## src/rtl/mix_columns_iter_if.sv

```systemverilog
// Handshake bundle for mix_columns_iter.
//   in / inv / in_valid / in_ready : input block, mode bit and its handshake
//   out / out_valid / out_ready    : transformed block and its handshake
// master: the side that supplies blocks and consumes results.
// slave : the transform engine.
interface mix_columns_iter_if;
    logic [127:0] in;
    logic         inv;
    logic         in_valid;
    logic         in_ready;
    logic [127:0] out;
    logic         out_valid;
    logic         out_ready;

    modport master (
        output in, inv, in_valid, out_ready,
        input  in_ready, out, out_valid
    );

    modport slave (
        input  in, inv, in_valid, out_ready,
        output in_ready, out, out_valid
    );
endinterface

```

## src/rtl/mix_columns_iter.sv

```systemverilog
// Iterative AES MixColumns / InvMixColumns engine.
// A block is accepted in IDLE. It is then transformed COLS_PER_CYCLE columns
// per BUSY cycle, so it takes N = 4/COLS_PER_CYCLE cycles. The result is
// held in DONE until the consumer takes it.
// Ports:
//   clk   : rising-edge clock
//   rst_n : asynchronous active-low reset
//   bus   : slave modport carrying in/inv/in_valid/in_ready and
//           out/out_valid/out_ready
// Column c of the state is bits [127-32c -: 32]; row 0 is the MSB byte.
module mix_columns_iter #(
    parameter int COLS_PER_CYCLE = 1
) (
    input logic               clk,
    input logic               rst_n,
    mix_columns_iter_if.slave bus
);

    if (COLS_PER_CYCLE != 1 && COLS_PER_CYCLE != 2 && COLS_PER_CYCLE != 4) begin : g_bad_cols
        $error("mix_columns_iter: COLS_PER_CYCLE must be 1, 2 or 4");
    end

    localparam int         N      = 4 / COLS_PER_CYCLE;
    localparam logic [1:0] K_LAST = 2'(N - 1);

    typedef enum logic [1:0] {IDLE, BUSY, DONE} state_t;

    state_t       state;
    state_t       state_nxt;
    logic [1:0]   k;
    logic [127:0] work;
    logic [127:0] work_nxt;
    logic         inv_q;

    // Multiply by x in GF(2^8), reducing modulo 0x11B.
    function automatic logic [7:0] xtime(input logic [7:0] a);
        return {a[6:0], 1'b0} ^ (a[7] ? 8'h1B : 8'h00);
    endfunction

    // Every MixColumns coefficient fits in 4 bits, so four shift/add steps suffice.
    function automatic logic [7:0] gmul(input logic [7:0] a, input logic [3:0] b);
        logic [7:0] p;
        logic [7:0] x;
        p = 8'h00;
        x = a;
        for (int i = 0; i < 4; i++) begin
            if (b[i]) p = p ^ x;
            x = xtime(x);
        end
        return p;
    endfunction

    // One column through the circulant matrix. Row r uses the base row rotated
    // right by r, so the coefficient for (r, c) is base[(c - r) mod 4].
    function automatic logic [31:0] mix_col(input logic [31:0] col, input logic mode);
        logic [3:0]  base [4];
        logic [7:0]  acc;
        logic [31:0] res;
        if (mode) begin
            base[0] = 4'hE; base[1] = 4'hB; base[2] = 4'hD; base[3] = 4'h9;
        end else begin
            base[0] = 4'h2; base[1] = 4'h3; base[2] = 4'h1; base[3] = 4'h1;
        end
        res = 32'h0;
        for (int r = 0; r < 4; r++) begin
            acc = 8'h00;
            for (int c = 0; c < 4; c++) begin
                acc = acc ^ gmul(col[31 - 8*c -: 8], base[(c - r + 4) % 4]);
            end
            res[31 - 8*r -: 8] = acc;
        end
        return res;
    endfunction

    // Only COLS_PER_CYCLE column units exist; k selects the group they work on.
    always_comb begin
        work_nxt = work;
        for (int j = 0; j < COLS_PER_CYCLE; j++) begin
            work_nxt[127 - 32*(int'(k)*COLS_PER_CYCLE + j) -: 32] =
                mix_col(work[127 - 32*(int'(k)*COLS_PER_CYCLE + j) -: 32], inv_q);
        end
    end

    always_comb begin
        state_nxt = state;
        case (state)
            IDLE:    if (bus.in_valid) state_nxt = BUSY;
            BUSY:    if (k == K_LAST) state_nxt = DONE;
            DONE:    if (bus.out_ready) state_nxt = IDLE;
            default: state_nxt = IDLE;
        endcase
    end

    always_ff @(posedge clk or negedge rst_n) begin
        if (!rst_n) begin
            state <= IDLE;
            k     <= 2'd0;
            work  <= 128'h0;
            inv_q <= 1'b0;
        end else begin
            state <= state_nxt;
            case (state)
                IDLE: begin
                    if (bus.in_valid) begin
                        work  <= bus.in;
                        inv_q <= bus.inv;
                        k     <= 2'd0;
                    end
                end
                BUSY: begin
                    work <= work_nxt;
                    k    <= (k == K_LAST) ? 2'd0 : k + 2'd1;
                end
                default: ;
            endcase
        end
    end

    assign bus.in_ready  = (state == IDLE);
    assign bus.out_valid = (state == DONE);
    assign bus.out       = work;

endmodule
```

## src/flat_wrapper.sv

```systemverilog
// flat-port wrapper written by rule: the top's interface ports become plain ports
module mix_columns_iter_flat 
#(
    parameter int COLS_PER_CYCLE = 1
)
  (clk, rst_n, bus_in, bus_inv, bus_in_valid, bus_out_ready, bus_in_ready, bus_out, bus_out_valid);
  mix_columns_iter_if bus_i ();
  input logic clk;
  input logic rst_n;
  input wire logic [$bits(bus_i.in)-1:0] bus_in;
  input wire logic [$bits(bus_i.inv)-1:0] bus_inv;
  input wire logic [$bits(bus_i.in_valid)-1:0] bus_in_valid;
  input wire logic [$bits(bus_i.out_ready)-1:0] bus_out_ready;
  output wire logic [$bits(bus_i.in_ready)-1:0] bus_in_ready;
  output wire logic [$bits(bus_i.out)-1:0] bus_out;
  output wire logic [$bits(bus_i.out_valid)-1:0] bus_out_valid;
  assign bus_i.in = bus_in;
  assign bus_i.inv = bus_inv;
  assign bus_i.in_valid = bus_in_valid;
  assign bus_i.out_ready = bus_out_ready;
  assign bus_in_ready = bus_i.in_ready;
  assign bus_out = bus_i.out;
  assign bus_out_valid = bus_i.out_valid;
  mix_columns_iter #(.COLS_PER_CYCLE(COLS_PER_CYCLE)) u_core (.clk(clk), .rst_n(rst_n), .bus(bus_i));
endmodule
```

## config.mk

```make
export PLATFORM = sky130hd
export DESIGN_NAME = mix_columns_iter_flat
export DESIGN_NICKNAME = d
export VERILOG_FILES = /design/src/rtl/mix_columns_iter_if.sv /design/src/rtl/mix_columns_iter.sv /design/src/flat_wrapper.sv
export SDC_FILE = /design/constraint.sdc
export NUM_CORES = 1
export LEC_CHECK = 0
export ABC_AREA = 1
export CAP_MARGIN = 20
export CELL_PAD_IN_SITES_DETAIL_PLACEMENT = 0
export CELL_PAD_IN_SITES_GLOBAL_PLACEMENT = 2
export CORE_ASPECT_RATIO = 0.5
export CORE_UTILIZATION = 27
export DETAILED_ROUTE_END_ITERATION = 8
export GPL_ROUTABILITY_DRIVEN = 0
export HOLD_SLACK_MARGIN = 0.08
export PLACE_DENSITY_LB_ADDON = 0.1
export SLEW_MARGIN = 10
export SYNTH_ARGS = -nofsm -noshare
export SYNTH_HDL_FRONTEND = slang
export SYNTH_SLANG_ARGS = --single-unit
```

## constraint.sdc

```tcl
create_clock -name clk -period 3.58 [get_ports clk]
set_clock_uncertainty 0.2 [all_clocks]
set_input_delay 0.358 -clock clk [delete_from_list [all_inputs] [get_ports clk]]
set_output_delay 0.358 -clock clk [all_outputs]
set_load 0.02 [all_outputs]
```

==> metrics.cfg <==
[placed_design]
dp_slack_ns=0.1767
dp_hpwl_mm=52.15
dp.cells=3113
port_buffers=262

[die]
die_h_um=156.0
die_area_sq_um=48340
core_sq_um=45970
pin_count=263
dieWidth_um=309.9
start_util_pct=27.85
row_count=55

[critical_path]
crit_fanout=34
r2r-end=u_core.bus.out[92]
ff2ff_setup_slack_ns=0.16
path_class=flip-flop to flip-flop
crit_arrival_ns=3.59
required_ns=3.74
r2r-start=u_core.k[0]
ff2ff_path_depth=19
cp-start-kind=flip-flop
worst_setup_path_end_kind=flip-flop

[timing]
max_freq_mhz=292.2
drv_slew=0
fin_crit_ns=3.423
slew-limit-headroom_pct=33.89
worst_slew_pin_slew_ns=0.9917
finalWorstSetupSlack_ns=0.1572
rsz0062_at_grt=no
hold_viol=0
setup_viol=0
fin_crit_sh_pct=95.61
setup-tns-final_ns=0

[cts]
clk_latency_ns=0.44
clock_sinks=133
cts-root-buf=clkbuf_16
cts_htree_levels=4
postCtsSetupRepairBufs=0
cts_tree=yes
numCtsBuffers=17
cts.path.max_buffers=2
path_clk_slew_ns=0.07

[route]
dr.pass1.iters=5
wl_mm=65.88
avgViaCountPerCell=4.862
postRouteAntennaNets=0
drt_iter0_drc=1291
drc_errors=0
routedWlPerCell_um=20.94
vias=15302

[logic_synthesis]
synth-seq-area-share_pct=26.00
synth_edf_count=0
netlist_instances=2198
synth.distinct_cells=37
synthesis.area_sq_um=12800
ys.flop_type=dfrtp_1
async_flop_share_pct=100.0
ys_warn_count=0
synth_nets=2335
ys_ff_latch=133
syn_avg_cell_area_sq_um=5.824

[cells_and_area]
drive_gt1_share_pct=10.04
final_nets=2644
fin_cells=3147
seq_area_sq_um=3334
antennaDiodeCount=0
area_growth_syn_to_layout_pct=37.72
fill_cells=5195
multiInputGateArea_sq_um=8227

[grt]
grt_pass1_vias=14242
grt_first_pass_wirelength_mm=94.50
antenna_found_initial=1
grt_max_degree=94
grt_overflow_total=0
grt_usage_pct=26.91

[worst_hold_path]
hp-start=bus_out_ready
hold_depth=2
min_delay_worst_endpoint=u_core.state[1]
hold_path.class=input port to flip-flop

[run]
max-cap-violations=0

[status]
status=finished, final reports clean

[cell usage after synthesis (all sizes together), types with 2 or more instances]
cell type | instances | area (sq um)
nand2 | 981 | 3780
xnor2 | 50 | 445.4
buf | 36 | 256.5
nand2b | 2 | 12.51
nand3b | 8 | 60.06
ha | 4 | 50.05
dfrtp | 133 | 3328
inv | 222 | 833.3
clkbuf | 66 | 247.7
or2 | 7 | 43.79
nor3 | 3 | 15.01
nand4 | 62 | 387.9
o22ai | 2 | 18.77
nand3 | 271 | 1419
nor2 | 131 | 501.7
a21oi | 116 | 580.6
o21ai | 26 | 141.4
xor2 | 75 | 656.9
[how the worst max path moves through the flow]
| stage | start | cells after the start | end |
|---|---|---|---|
| global route | u_core.k[0] | 19 | u_core.bus.out[108] |
| floorplan | u_core.k[0] | 13 | u_core.bus.out[105] |
| finish | u_core.k[0] | 19 | u_core.bus.out[92] |
| global placement | u_core.k[0] | 16 | u_core.bus.out[89] |
| CTS | u_core.k[0] | 17 | u_core.bus.out[89] |
| detailed placement | u_core.k[0] | 17 | u_core.bus.out[89] |
[metrics by stage]
stage	instance area (sq um)	hold slack, ns	utilization (%)
6_report	17630	0.2868	38.35
5_1_grt	17630	0.2821	38.35
4_1_cts	17550	0.2687	38.17
3_5_place_dp	16940	0.3039	36.86
3_3_place_gp	16940	0.3007	36.86
2_1_floorplan	12800	-0.1376	-
[routing by layer]
metal | GRT usage, % | vias to the layer above | share of wire (%)
met4 | 3.636 | 0 | 0.81
met2 | 37.67 | 456 | 40
met3 | 9.372 | 29 | 9.6
met1 | 39.70 | 7304 | 49
met5 | 0 | - | 0
li1 | - | 7513 | -
[sequential cells by signal (all words and copies together), names as in the netlist]
signal	cells
u_core.state	2
u_core.bus.out	128
u_core.k	2
u_core.inv_q	1
[cells in the final DEF (no fill, tap or decap), drive strengths merged, types with 3 or more instances in the layout]
cell	n
a21oi	116
nor2	131
clkdlybuf4s50	261
dfrtp	133
nand3b	8
clkbuf	19
nand4	62
inv	229
nor3	3
xor2	75
ha	4
clkinvlp	3
nand3	271
buf	129
nand2	981
o21ai	26
xnor2	50
or2	7
[kinds of logic after synthesis]
kind of cell    after synthesis  share of synthesized area [%]
simple gates               1465                          48.59
buf+inv                     324                          10.45
compound gates              147                          5.962
flops                       133                          26.00
xor+xnor                    125                          8.611
fa+ha+maj                     4                         0.3910
[timing repair]
| item | 4_1_cts | 5_1_grt |
|---|---|---|
| gates resized for setup | 0 | 18 |
| endpoints found under the hold margin | 91 | 0 |
| hold buffers | 1 | 0 |
| setup endpoints to repair | 0 | 57 |
[final cells by class]
class	instances	share of cell area (%)
well taps	627	4.450
clock inverters	14	0.9297
repair buffers	392	21.82
clock buffers	18	2.434
flip-flops and latches	133	18.91
inverters	222	4.784
multi-input cells	1741	46.66
[critical path: stages, from the launching register on]
cell     delay [ns]
dfrtp_4        0.53
inv_8          0.14
buf_16         0.21
nand2_1        0.10
nand3_1        0.07
nand2_1        0.31
nand2_1        0.25
nand2_1        0.12
nand2_1        0.08
nand3_2        0.16
nand2_1        0.16
nand2_1        0.08
nand2_1        0.09
nand2_1        0.06
nand2_1        0.09
nand3_1        0.08
nand2_1        0.22
buf_12         0.16
nand3_1        0.06
a21oi_1        0.14
Power is left out: the tool's default activity adds up to more than one toggle a clock period on the data nets, which glitch-free logic cannot reach.
